### config.mk
export PLATFORM = sky130hd
export DESIGN_NAME = enemy_attack
export DESIGN_NICKNAME = d
export VERILOG_FILES = /design/src/rtl/enemy_attack.sv
export SDC_FILE = /design/constraint.sdc
export NUM_CORES = 1
export LEC_CHECK = 0
export ABC_AREA = 1
export ABC_CLOCK_PERIOD_IN_PS = 3640
export CAP_MARGIN = 20
export CORE_AREA = 4 4 89 108
export CTS_CLUSTER_DIAMETER = 60
export CTS_CLUSTER_SIZE = 40
export DETAILED_ROUTE_END_ITERATION = 10
export DIE_AREA = 0 0 93 112
export GPL_TIMING_DRIVEN = 0
export PLACE_DENSITY = 0.64
export SLEW_MARGIN = 20
export SYNTH_ARGS = -nofsm -noshare
export SYNTH_HDL_FRONTEND = slang
export SYNTH_SLANG_ARGS = --single-unit
### constraint.sdc
create_clock -name Clk -period 3.64 [get_ports Clk]
set_input_delay 0.728 -clock Clk [delete_from_list [all_inputs] [get_ports Clk]]
set_output_delay 0.728 -clock Clk [all_outputs]
set_load 0.01 [all_outputs]
### src/rtl/enemy_attack.sv
// Enemy melee attack controller: once per frame it runs IDLE->WINDUP->STRIKE->COOLDOWN
// and drives hit_en as a level. The `ENEMY_HIT_LATCH_EN macro latches hit_en for the rest of a STRIKE.
module enemy_attack #(
  parameter int unsigned WINDUP_FRAMES   = 30,
  parameter int unsigned STRIKE_FRAMES   = 20,
  parameter int unsigned COOLDOWN_FRAMES = 60,
  parameter logic [9:0]  TRIGGER_RANGE   = 10'd64,
  parameter logic [9:0]  HIT_RANGE       = 10'd24
) (
  input  logic       Clk,
  input  logic       Reset,
  input  logic       frame_clk,
  input  logic       enable,
  input  logic       game_over,
  input  logic [9:0] player_x,
  input  logic [9:0] player_y,
  input  logic [9:0] enemy_x,
  input  logic [9:0] enemy_y,
  output logic       hit_en,
  output logic [1:0] attack_state,
  output logic [7:0] strike_count
);

  typedef enum logic [1:0] {
    ST_IDLE     = 2'd0,
    ST_WINDUP   = 2'd1,
    ST_STRIKE   = 2'd2,
    ST_COOLDOWN = 2'd3
  } state_e;

  localparam logic [7:0] WINDUP_LOAD   = 8'(WINDUP_FRAMES - 1);
  localparam logic [7:0] STRIKE_LOAD   = 8'(STRIKE_FRAMES - 1);
  localparam logic [7:0] COOLDOWN_LOAD = 8'(COOLDOWN_FRAMES - 1);

  logic       frame_clk_delayed_q;
  logic       fe_q;
  state_e     state_q, state_d;
  logic [7:0] frame_cnt_q, frame_cnt_d;
  logic       hit_en_q, hit_en_d;
  logic       landed_q, landed_d;
  logic [7:0] strike_count_q, strike_count_d;

  logic [9:0] dx, dy;
  logic       in_trig, contact, hit_hold, leaving_strike;

  // NOTE: synchronous reset is only seen while Clk runs; every register here, the
  // edge detector included, returns to its reset value on the first clocked edge.
  always_ff @(posedge Clk) begin
    if (!Reset) begin
      frame_clk_delayed_q <= 1'b0;
      fe_q                <= 1'b0;
    end else begin
      frame_clk_delayed_q <= frame_clk;
      fe_q                <= frame_clk & ~frame_clk_delayed_q;
    end
  end

  assign dx      = (player_x >= enemy_x) ? (player_x - enemy_x) : (enemy_x - player_x);
  assign dy      = (player_y >= enemy_y) ? (player_y - enemy_y) : (enemy_y - player_y);
  assign in_trig = (dx <= TRIGGER_RANGE) && (dy <= TRIGGER_RANGE);
  assign contact = (dx <= HIT_RANGE) && (dy <= HIT_RANGE);

`ifdef ENEMY_HIT_LATCH_EN
  assign hit_hold = (state_q == ST_STRIKE) && hit_en_q;
`else
  assign hit_hold = 1'b0;
`endif

  // NOTE: every *_d gets its hold value first, so no path through this block can
  // leave a variable unassigned and infer a latch.
  always_comb begin
    state_d        = state_q;
    frame_cnt_d    = frame_cnt_q;
    hit_en_d       = hit_en_q;
    landed_d       = landed_q;
    strike_count_d = strike_count_q;
    leaving_strike = 1'b0;

    if (fe_q) begin
      if (game_over) begin
        state_d     = ST_IDLE;
        frame_cnt_d = '0;
      end else if (!enable && (state_q == ST_WINDUP || state_q == ST_STRIKE)) begin
        state_d     = ST_COOLDOWN;
        frame_cnt_d = COOLDOWN_LOAD;
      end else begin
        unique case (state_q)
          ST_IDLE: begin
            if (enable && in_trig) begin
              state_d     = ST_WINDUP;
              frame_cnt_d = WINDUP_LOAD;
            end
          end
          ST_WINDUP: begin
            if (frame_cnt_q == '0) begin
              state_d     = ST_STRIKE;
              frame_cnt_d = STRIKE_LOAD;
            end else begin
              frame_cnt_d = frame_cnt_q - 8'd1;
            end
          end
          ST_STRIKE: begin
            if (frame_cnt_q == '0) begin
              state_d     = ST_COOLDOWN;
              frame_cnt_d = COOLDOWN_LOAD;
            end else begin
              frame_cnt_d = frame_cnt_q - 8'd1;
            end
          end
          ST_COOLDOWN: begin
            // Exit to IDLE only; a retrigger has to wait for the following frame.
            if (frame_cnt_q == '0) begin
              state_d     = ST_IDLE;
              frame_cnt_d = '0;
            end else begin
              frame_cnt_d = frame_cnt_q - 8'd1;
            end
          end
          default: begin
            state_d     = ST_IDLE;
            frame_cnt_d = '0;
          end
        endcase
      end

      hit_en_d = (state_d == ST_STRIKE) && (contact || hit_hold);

      // landed restarts on STRIKE entry and is dropped on any exit, counted or not.
      if (state_d == ST_STRIKE) begin
        landed_d = ((state_q == ST_STRIKE) && landed_q) || hit_en_d;
      end else begin
        landed_d = 1'b0;
      end

      leaving_strike = !game_over && (state_q == ST_STRIKE) && (state_d != ST_STRIKE);
      if (leaving_strike && landed_q && (strike_count_q != 8'hFF)) begin
        strike_count_d = strike_count_q + 8'd1;
      end
    end
  end

  // NOTE: state registers use non-blocking assignments so every flop samples the
  // pre-edge values computed above, independent of statement order.
  always_ff @(posedge Clk) begin
    if (!Reset) begin
      state_q        <= ST_IDLE;
      frame_cnt_q    <= '0;
      hit_en_q       <= 1'b0;
      landed_q       <= 1'b0;
      strike_count_q <= '0;
    end else begin
      state_q        <= state_d;
      frame_cnt_q    <= frame_cnt_d;
      hit_en_q       <= hit_en_d;
      landed_q       <= landed_d;
      strike_count_q <= strike_count_d;
    end
  end

  assign hit_en       = hit_en_q;
  assign attack_state = state_q;
  assign strike_count = strike_count_q;

  hit_only_in_strike: assert property (@(posedge Clk) disable iff (!Reset)
    hit_en_q |-> (state_q == ST_STRIKE));

endmodule

# Word level (Yosys, flattened, before mapping)
# Cells that the tools add are included.
[totals] output_inout_bits=11 romBits=0 regBits=22 ram_bits=0 wordCells=64 n_memories=0 latchBits=0
[op_classes] div_mod_pow=0 n_mux=18 mul=0 shifts=0 bitwise=2 n_addsub=6 n_reduce_logical=18 magnitude_cmp=6 n_eq_ne=7
[op_table] cell="$mux W8" count=6
[op_table] cell="$sub A10 B10 Y10" count=4
[op_table] cell="$pmux W8 S4" count=1
[op_table] cell="$ge A10 B10 Y1" count=2
[op_table] cell="$le A10 B5 Y1 const B" count=2
[op_table] cell="$le A10 B7 Y1 const B" count=2
[op_table] cell="$mux W10" count=2
[op_table] cell="$mux W2" count=7
[op_table] cell="$logic_and A1 B1 Y1" count=10
[op_table] cell="$add A8 B1 Y8 const B" count=1
[op_table] cell="$logic_not A8 Y1" count=1
[op_table] cell="$ne A8 B8 Y1 const B" count=1
[op_table] cell="$pmux W2 S4" count=1
[op_table] cell="$sub A8 B1 Y8 const B" count=1
[op_table] cell="$eq A2 B2 Y1 const B" count=3
[op_table] cell="$ne A4 B4 Y1 const B" count=1
[op_table] cell="$reduce_and A2 Y1" count=2
[op_table] cell="$eq A2 B1 Y1 const B" count=1
[op_table] cell="$logic_not A1 Y1" count=2
[op_table] cell="$logic_not A2 Y1" count=1
[op_table] cell="$logic_or A1 B1 Y1" count=2
[op_table] cell="$ne A2 B2 Y1 const B" count=1
[op_table] cell="$and A1 B1 Y1" count=1
[op_table] cell="$mux W1" count=1
[op_table] cell="$not A1 Y1" count=1

# Depth between registers and ports, before layout
# Gate-level depths: netlist (run 1).
[depth] ltp_word=15 mapped_depth=25

# Least setup slack after synthesis (run 1)
# Ideal clock, no wire load.
[synth_path] path_kind="input to register" startpoint="in player_x[0]" endpoint="reg strike_count_q[0], in the netlist strike_count[0]" path_stages=23 t_required_ps=3524 path_slack_ps=748 path_buffers=1 arrival_ps=2777 cell_sequence="inv_1 -> ha_1 -> fa_1 -> inv_1 -> nand2_1 -> nand2_1 -> and2_1 -> nand2_1 -> nand2_1 -> nand2_1 -> nand2_1 -> nand2_1 -> nand2_1 -> inv_1 -> nand2_1 -> nor2_1 -> nand3_2 -> nand2_1 -> a21oi_2 -> nand2_2 -> buf_6 -> a21oi_1 -> nor2_1"
[synth_between] elab_chain_cells=15
[synth_rtl] item="start: declaration" line_no="15" rtl="input logic [9:0] player_x,"
[synth_rtl] item="$sub A10 B10 Y10 or $ge A10 B10 Y1 (tied branches)" line_no="58" rtl="assign dx = (player_x >= enemy_x) ? (player_x - enemy_x) : (enemy_x - player_x);"
[synth_rtl] item="$mux W10 *" line_no="58"
[synth_rtl] item="$le A10 B7 Y1 *" line_no="60" rtl="assign in_trig = (dx <= TRIGGER_RANGE) && (dy <= TRIGGER_RANGE);"
[synth_rtl] item="$logic_and A1 B1 Y1 *" line_no="60"
[synth_rtl] item="$logic_and A1 B1 Y1 *" line_no="89" rtl="if (enable && in_trig) begin"
[synth_rtl] item="$mux W2 *" line_no="89"
[synth_rtl] item="$pmux W2 S4 *" line_no="87" rtl="unique case (state_q)"
[synth_rtl] item="$mux W2 *" line_no="83" rtl="end else if (!enable && (state_q == ST_WINDUP || state_q == ST_STRIKE)) begin"
[synth_rtl] item="$mux W2 *" line_no="80" rtl="if (game_over) begin"
[synth_rtl] item="$mux W2 *" line_no="79" rtl="if (fe_q) begin"
[synth_rtl] item="$ne A2 B2 Y1 *" line_no="135" rtl="leaving_strike = !game_over && (state_q == ST_STRIKE) && (state_d != ST_STRIKE);"
[synth_rtl] item="$logic_and A1 B1 Y1 *" line_no="135"
[synth_rtl] item="$logic_and A1 B1 Y1 * (2 in series)" line_no="136" rtl="if (leaving_strike && landed_q && (strike_count_q != 8'hFF)) begin"
[synth_rtl] item="$reduce_and A2 Y1 (no source line) *"
[synth_rtl] item="end signal: assignment" line_no="156" rtl="strike_count_q <= strike_count_d;"
[synth_rtl] item="end: declaration" line_no="41" rtl="logic [7:0] strike_count_q, strike_count_d;"
# Every way passes the cells marked *; elsewhere a longest branch is shown, timed or not. The select of a mux whose other input is x is not followed.
# A chain may end at the register's enable or synchronous reset.

# Worst setup path in the final report (run 1)
# Same ends and word-level chain as after synthesis.

==> metrics.txt, run 1 <==
status=complete, no violations; grt ovf=0; Die ar.=10,420 um^2; clk sinks=22; Die X-Extent=93 um; DRC viols=0; crit path max fanout=9; I/O Buffers=between 50 and 60; Critical Path Start Type=input pin; initial core utilization=0.4430; Max clock buf depth=2; Final Hold Fails=0; # diodes=0; Final Util=0.5526; syn nets=741; min Tclk post-route=3.406 ns; hold_buf cts=0; slowest CP cell=clkdlybuf4s50_1; final instance area=~4700 um^2; Post-Synthesis Cells=646; Netlist cell types=39; area delta synth->final=24.73%; Die H=112 um; Clock Skews=0.004187 ns; Final GP Congestion=0.8842; Synth Warn #=0; leakage power=2.497 nW; Hold Crit Class=flop to flop; max-slew violation count=0; Setup CP Type=input pin to flop; Top delay family on crit path=simple AND/OR/NAND/NOR gates; Via density=4.971; Worst slew margin=0.4371; R2R Setup Slk=approximately 1.3 ns; DR pass1 iterations=5; WL/cell=11.39 um; final net count=806; CTS tree=done; share of layout cells above drive strength 1=0.1239; core area=8518 um^2; Top Ports=56; Avg Synthesized Cell Area=5.842 um^2; # H-tree levels=1; peak supply drop=0.0001274 V; CTS clk-pin slew, worst paths=0.08 ns; antenna-violating nets left=0; Starting DRT DRC Count=166; most used cell, CP=nand2_1; cell row count=37; Detailed Place HPWL=7636 um; Post-DP Area=between 4000 and 5000 um^2; Finished Layout Cells=827; number of global-route vias before repair=3,810; Yosys reg bits=22; CTS Buf Count=3; worst path cell trace=clkdlybuf4s50_1, inv_1, ha_2, fa_2, inv_2, buf_4, nand3_2, nand4_4, nand2_1, o21ai_1, nand2_1, nor2_1, nand2_1, nand2_1, nand3_2, nand2_2, a21oi_2, nand2_2, buf_6, nand3_1, nand2_1, nor2_1; initial antenna violation count=0; power per cell area=222.9 nW/um^2; fmax=between 200 and 300 MHz; largest net degree at the start of global routing=13; Required @ worst endpoint=3.80 ns; critical path endpoint category=flop; Max Cap Viol=0; WL final=9420 um; first-pass GRT wire length=15,900 um; WP buf/inv=5; Root Driver=clkbuf_8; Vias=4,111; part of the cycle the worst path needs=0.9358; Global Route Usage Sum=0.1747; Final Setup Violations=0; dpl cells=818; Seq/Total Area, Yosys=0.1167; Cell Area, Synth=3774 um^2; Arrival @ worst endpoint=3.57 ns; Clk Latency, worst-skew pair=0.27 ns; Crit path largest cell delay=0.48 ns; measured slew at the worst slew-check pin=0.8443 ns
[cell usage after synthesis (all sizes together)]
cell type	count	area [um^2]
a211oi	6	45.04
a21boi	1	7.510
a21o	4	30.03
a21oi	39	210.2
a311oi	1	15.01
and2	1	6.260
buf	8	46.29
clkbuf	1	3.750
dfxtp	22	440.4
fa	4	80.08
ha	46	575.6
inv	121	456.7
nand2	213	843.3
nand3	63	340.3
nand4	6	52.55
nor2	56	247.7
nor3	8	40.04
nor3b	3	22.52
nor4	2	27.53
o211ai	1	7.510
o21a	1	7.510
o21ai	18	90.09
o21bai	3	22.52
or3	1	6.260
xnor2	5	43.79
xor2	12	105.1
[metal layers]
metal  track usage  vias to the layer above  part of all wire  routed length (um)
li1              -                     2156                 -                   -
met1        0.2150                     1828              0.43                4065
met2        0.3220                      102              0.51                4766
met3       0.01892                       25             0.040                 376
met4       0.03910                        0             0.023                 212
met5             0                        -                 0                   0
[power by group]
part	total, mW	switching (mW)	internal [mW]
clock	0.177	0.0809	0.0965
combinational	0.619	0.369	0.250
sequential	0.253	0.00523	0.248
total	1.05	0.455	0.594
[worst paths after layout]
kind	end	cells past startpoint	startpoint
max	strike_count[0]$_SDFFE_PN0P_	22	player_x[0]
min	fe_q$_SDFF_PN0_	1	frame_clk_delayed_q$_SDFF_PN0_
max reg2reg	strike_count[0]$_SDFFE_PN0P_	16	frame_cnt_q[0]$_SDFFE_PN0P_
min reg2reg	fe_q$_SDFF_PN0_	1	frame_clk_delayed_q$_SDFF_PN0_
[what timing repair did]
item                       in CTS  in global routing
setup endpoints to repair       0                 17
gates resized for setup         0                 50
buffers inserted                0                  4
[cell type report]
class / count / area (um^2)
multi-input combinational: 494 / 2953
clock buffer: 4 / 55.05
fill: 919 / 3811
inverter: 121 / 456.7
buffer: 9 / 61.31
tap: 117 / 146.4
timing repair buffer: 60 / 594.3
sequential: 22 / 440.4
[layout by cell type, fill, tap and decap left out, types with 2 or more instances in the layout]
cell,synthesis,routed
nor2_1,49,47
nand2_2,8,22
clkdlybuf4s50_1,0,54
o21bai_1,3,3
nand4_1,5,5
o21ai_2,0,2
ha_1,46,42
nand2_4,1,3
a21oi_4,0,2
nand3_2,5,8
nor3b_1,3,3
ha_2,0,4
nor3_1,8,7
nor2_2,3,5
inv_1,116,113
xor2_1,12,12
xnor2_1,5,5
fa_2,0,2
a21oi_1,35,32
clkbuf_4,0,2
nand2_1,203,187
dfxtp_1,22,22
a21o_1,4,4
nor2_4,4,4
a21oi_2,4,5
inv_2,4,7
buf_6,1,3
clkbuf_8,0,4
buf_2,7,4
fa_1,4,2
o21ai_0,16,15
nand3_1,58,55
buf_4,0,4
a211oi_1,6,6
[sequential cells by signal (all words and copies together), names as in the netlist]
name,cells
fe_q,1
strike_count,8
attack_state,2
landed_q,1
frame_clk_delayed_q,1
hit_en,1
frame_cnt_q,8
[cell families after synthesis]
family                     count (synthesis)  share of synthesized area
DFF                                       22                     0.1167
xor gates and xnor gates                  17                    0.03946
buffers and inverters                    130                     0.1343
adders and majority gates                 50                     0.1737
AOI/OAI and AO/OA                         74                     0.1154
and+or+nand+nor                          353                     0.4204
[stage by stage]
stage	total power [mW]	TNS (ns)	hold WS (ns)	setup slack [ns]
after floorplan	0.6769	0	0.3681	0.7478
after global placement	0.8221	-0.8620	0.3749	-0.09905
after detailed placement	0.8294	-1.468	0.3863	-0.1393
after CTS	1.011	0	0.3980	0.1309
after global routing	1.150	-0.1365	0.4068	-0.02529
final	1.049	0	0.3922	0.2337
(Power assumes the default switching activity.)
==> run 2, diff against run 1 <==
--- a/config.mk
+++ b/config.mk
@@ -6,15 +6,16 @@
 export NUM_CORES = 1
 export LEC_CHECK = 0
 export ABC_AREA = 1
-export ABC_CLOCK_PERIOD_IN_PS = 3640
 export CAP_MARGIN = 20
-export CORE_AREA = 4 4 89 108
+export CELL_PAD_IN_SITES_DETAIL_PLACEMENT = 0
+export CELL_PAD_IN_SITES_GLOBAL_PLACEMENT = 2
+export CORE_AREA = 4 4 110 132
 export CTS_CLUSTER_DIAMETER = 60
 export CTS_CLUSTER_SIZE = 40
 export DETAILED_ROUTE_END_ITERATION = 10
-export DIE_AREA = 0 0 93 112
+export DIE_AREA = 0 0 114 136
 export GPL_TIMING_DRIVEN = 0
-export PLACE_DENSITY = 0.64
+export PLACE_DENSITY = 0.78
 export SLEW_MARGIN = 20
 export SYNTH_ARGS = -nofsm -noshare
 export SYNTH_HDL_FRONTEND = slang
==> metrics.txt, run 2 (same netlist as run 1, synthesis figures left out) <==
fmax=294.6 MHz (was 293.6 MHz); grt ovf=0 (unchanged); final instance area=4775 um^2 (was 4707 um^2); DR pass1 iterations=4 (was 5); NetSw=0.4600 mW (was 0.4549 mW); WL final=10,160 um (was 9420 um); reg2reg start=frame_cnt_q[0]$_SDFFE_PN0P_ (unchanged); antenna-violating nets left=0 (unchanged); Top Ports=56 (unchanged); Sw Ratio=0.4105 (was 0.4337); # diodes=0 (unchanged); initial antenna violation count=0 (unchanged); Via density=4.510 (was 4.971); # H-tree levels=1 (unchanged); clk sinks=22 (unchanged); Max clock buf depth=2 (unchanged); share of layout cells above drive strength 1=0.1059 (was 0.1239); Clock Skews=0.002480 ns (was 0.004187 ns); power per cell area=234.7 nW/um^2 (was 222.9 nW/um^2); DRC viols=0 (unchanged); initial core utilization=0.2851 (was 0.4430); Global Route Usage Sum=0.1306 (was 0.1747); crit path max fanout=7 (was 9); Setup CP Type=input pin to flop (unchanged); Power, Total=1.121 mW (was 1.049 mW); CTS Buf Count=3 (unchanged); Clk Latency, worst-skew pair=0.26 ns (was 0.27 ns); Vias=3,951 (was 4,111); fillers=1,530 (was 919); max-slew violation count=0 (unchanged); peak supply drop=0.0001511 V (was 0.0001274 V); CTS tree=done (unchanged); Hold Crit Class=flop to flop (unchanged); Clock Power Share=0.231 (was 0.169); hold path startpoint=frame_clk_delayed_q$_SDFF_PN0_ (unchanged); Final Util=0.3607 (was 0.5526); part of the cycle the worst path needs=0.9327 (was 0.9358); Die ar.=15,500 um^2 (was 10,420 um^2); Final Hold Fails=0 (unchanged); core area=13,240 um^2 (was 8518 um^2); largest net degree at the start of global routing=13 (unchanged); final net count=804 (was 806); unrepaired setup endpoints after global routing=no; worst reg2reg endpoint=strike_count[3]$_SDFFE_PN0P_ (was strike_count[0]$_SDFFE_PN0P_); measured slew at the worst slew-check pin=0.8833 ns (was 0.8443 ns); Cells on Worst Hold Path=1 (unchanged); I/O Buffers=55 (unchanged); Reg power frac=0.226 (was 0.241); Critical Path Start Type=input pin (unchanged); Starting DRT DRC Count=72 (was 166); Die H=136 um (was 112 um); Finished Layout Cells=876 (was 827); Gate power share=0.543 (was 0.590); r2r worst-path depth=14 (was 16); Arrival @ worst endpoint=3.52 ns (was 3.57 ns); Setup crit start=player_x[8] (was player_x[0]); cell row count=46 (was 37); Detailed Place HPWL=8690 um (was 7636 um); critical path endpoint category=flop (unchanged); Final Setup Violations=0 (unchanged); CTS clk-pin slew, worst paths=0.06 ns (was 0.08 ns); number of global-route vias before repair=3,949 (was 3,810); status=complete, no violations (unchanged); leakage power=2.490 nW (was 2.497 nW); min Tclk post-route=3.395 ns (was 3.406 ns); dpl cells=869 (was 818); Die X-Extent=114 um (was 93 um); R2R Setup Slk=1.24 ns (was 1.26 ns); Post-DP Area=4534 um^2 (was 4471 um^2); Worst slew margin=0.4111 (was 0.4371); area delta synth->final=26.53% (was 24.73%); WL/cell=11.60 um (was 11.39 um); Endpoint, Worst Hold=fe_q$_SDFF_PN0_ (unchanged); most frequent cells in the layout=nand2_1 (198), inv_1 (114), nand3_1 (57) (was nand2_1 (187), inv_1 (113), nand3_1 (55)); first-pass GRT wire length=17,220 um (was 15,900 um); Final GP Congestion=0.8004 (was 0.8842); Int Pwr=0.6606 mW (was 0.5941 mW); Root Driver=clkbuf_16 (was clkbuf_8); commonest non-fill, non-tap cell in the layout=nand2_1 (unchanged); Required @ worst endpoint=3.76 ns (was 3.80 ns); Max Cap Viol=0 (unchanged)
[run 2: cell count changes in the layout (fill, tap and decap cells not counted), moves of 3 or more]
cell | before | now
clkbuf_16 | 0 | 3
nand2_1 | 187 | 198
nand2_2 | 22 | 11
clkbuf_8 | 4 | 1
[run 2: timing repair]
action / 4_1_cts / 5_1_grt
hold endpoints to repair: 0 / 0
endpoints found under the setup margin: 0 / 19
hold buffers: 0 / 0
resized for setup: 0 / 40
buffers inserted: 0 / 3
[run 2: per-layer routing]
metal,global-route usage,up-vias,part of all wire
met1,0.1561,1742,0.44
met4,0.01782,0,0.0068
met2,0.2542,56,0.53
met5,0,-,0
met3,0.01291,4,0.024
li1,-,2149,-
[run 2: stage by stage]
step                setup WS [ns]  setup TNS (ns)  hold slack [ns]
floorplan                  0.7478               0           0.3681
global route             0.006438               0           0.4071
global placement          -0.1886          -2.404           0.3787
CTS                       0.03922               0           0.4009
detailed placement        -0.2237          -2.935           0.3908
finish                     0.2451               0           0.3927
[run 2: cell type report]
cell class / instances / area [um^2] / area share
timing repair buffer: 59 / 586.8 / 0.1229
buffer: 8 / 52.55 / 0.01101
clock buffer: 4 / 88.84 / 0.01861
tap: 168 / 210.2 / 0.04403
inverter: 121 / 456.7 / 0.09565
multi-input combinational: 494 / 2939 / 0.6156
sequential: 22 / 440.4 / 0.09224
[run 2: how the worst max path moves through the flow]
stage | end | slack [ns] | cells past startpoint
floorplan | strike_count[0]$_SDFFE_PN0P_ | 0.75 | 23
global placement | strike_count[4]$_SDFFE_PN0P_ | -0.19 | 24
detailed placement | strike_count[3]$_SDFFE_PN0P_ | -0.22 | 24
CTS | strike_count[3]$_SDFFE_PN0P_ | 0.04 | 24
global route | strike_count[3]$_SDFFE_PN0P_ | 0.006 | 22
finish | strike_count[3]$_SDFFE_PN0P_ | 0.25 | 21
[run 2: power by group through the flow]
| stage | Clock [mW] | Combinational, mW | Sequential (mW) |
|---|---|---|---|
| after floorplan | 0 | 0.419 | 0.258 |
| after global placement | 0 | 0.587 | 0.259 |
| after detailed placement | 0 | 0.587 | 0.259 |
| after CTS | 0.270 | 0.590 | 0.254 |
| after global routing | 0.276 | 0.702 | 0.254 |
| final | 0.259 | 0.608 | 0.254 |
[run 2: critical path, stage by stage]
cell and delay [ns]:
clkdlybuf4s50_1 0.48, inv_1 0.05, ha_2 0.32, nand2_1 0.13, inv_1 0.10, a21oi_4 0.20, nand3_2 0.11, nor2_4 0.23
buf_4 0.15, nand2_1 0.06, nand3_1 0.06, nor2_1 0.05, nand2_1 0.05, nand2_1 0.06, nand3_2 0.10, nand2_2 0.08
a21oi_4 0.20, nand2_4 0.09, buf_6 0.14, nand3_1 0.08, a21oi_2 0.06
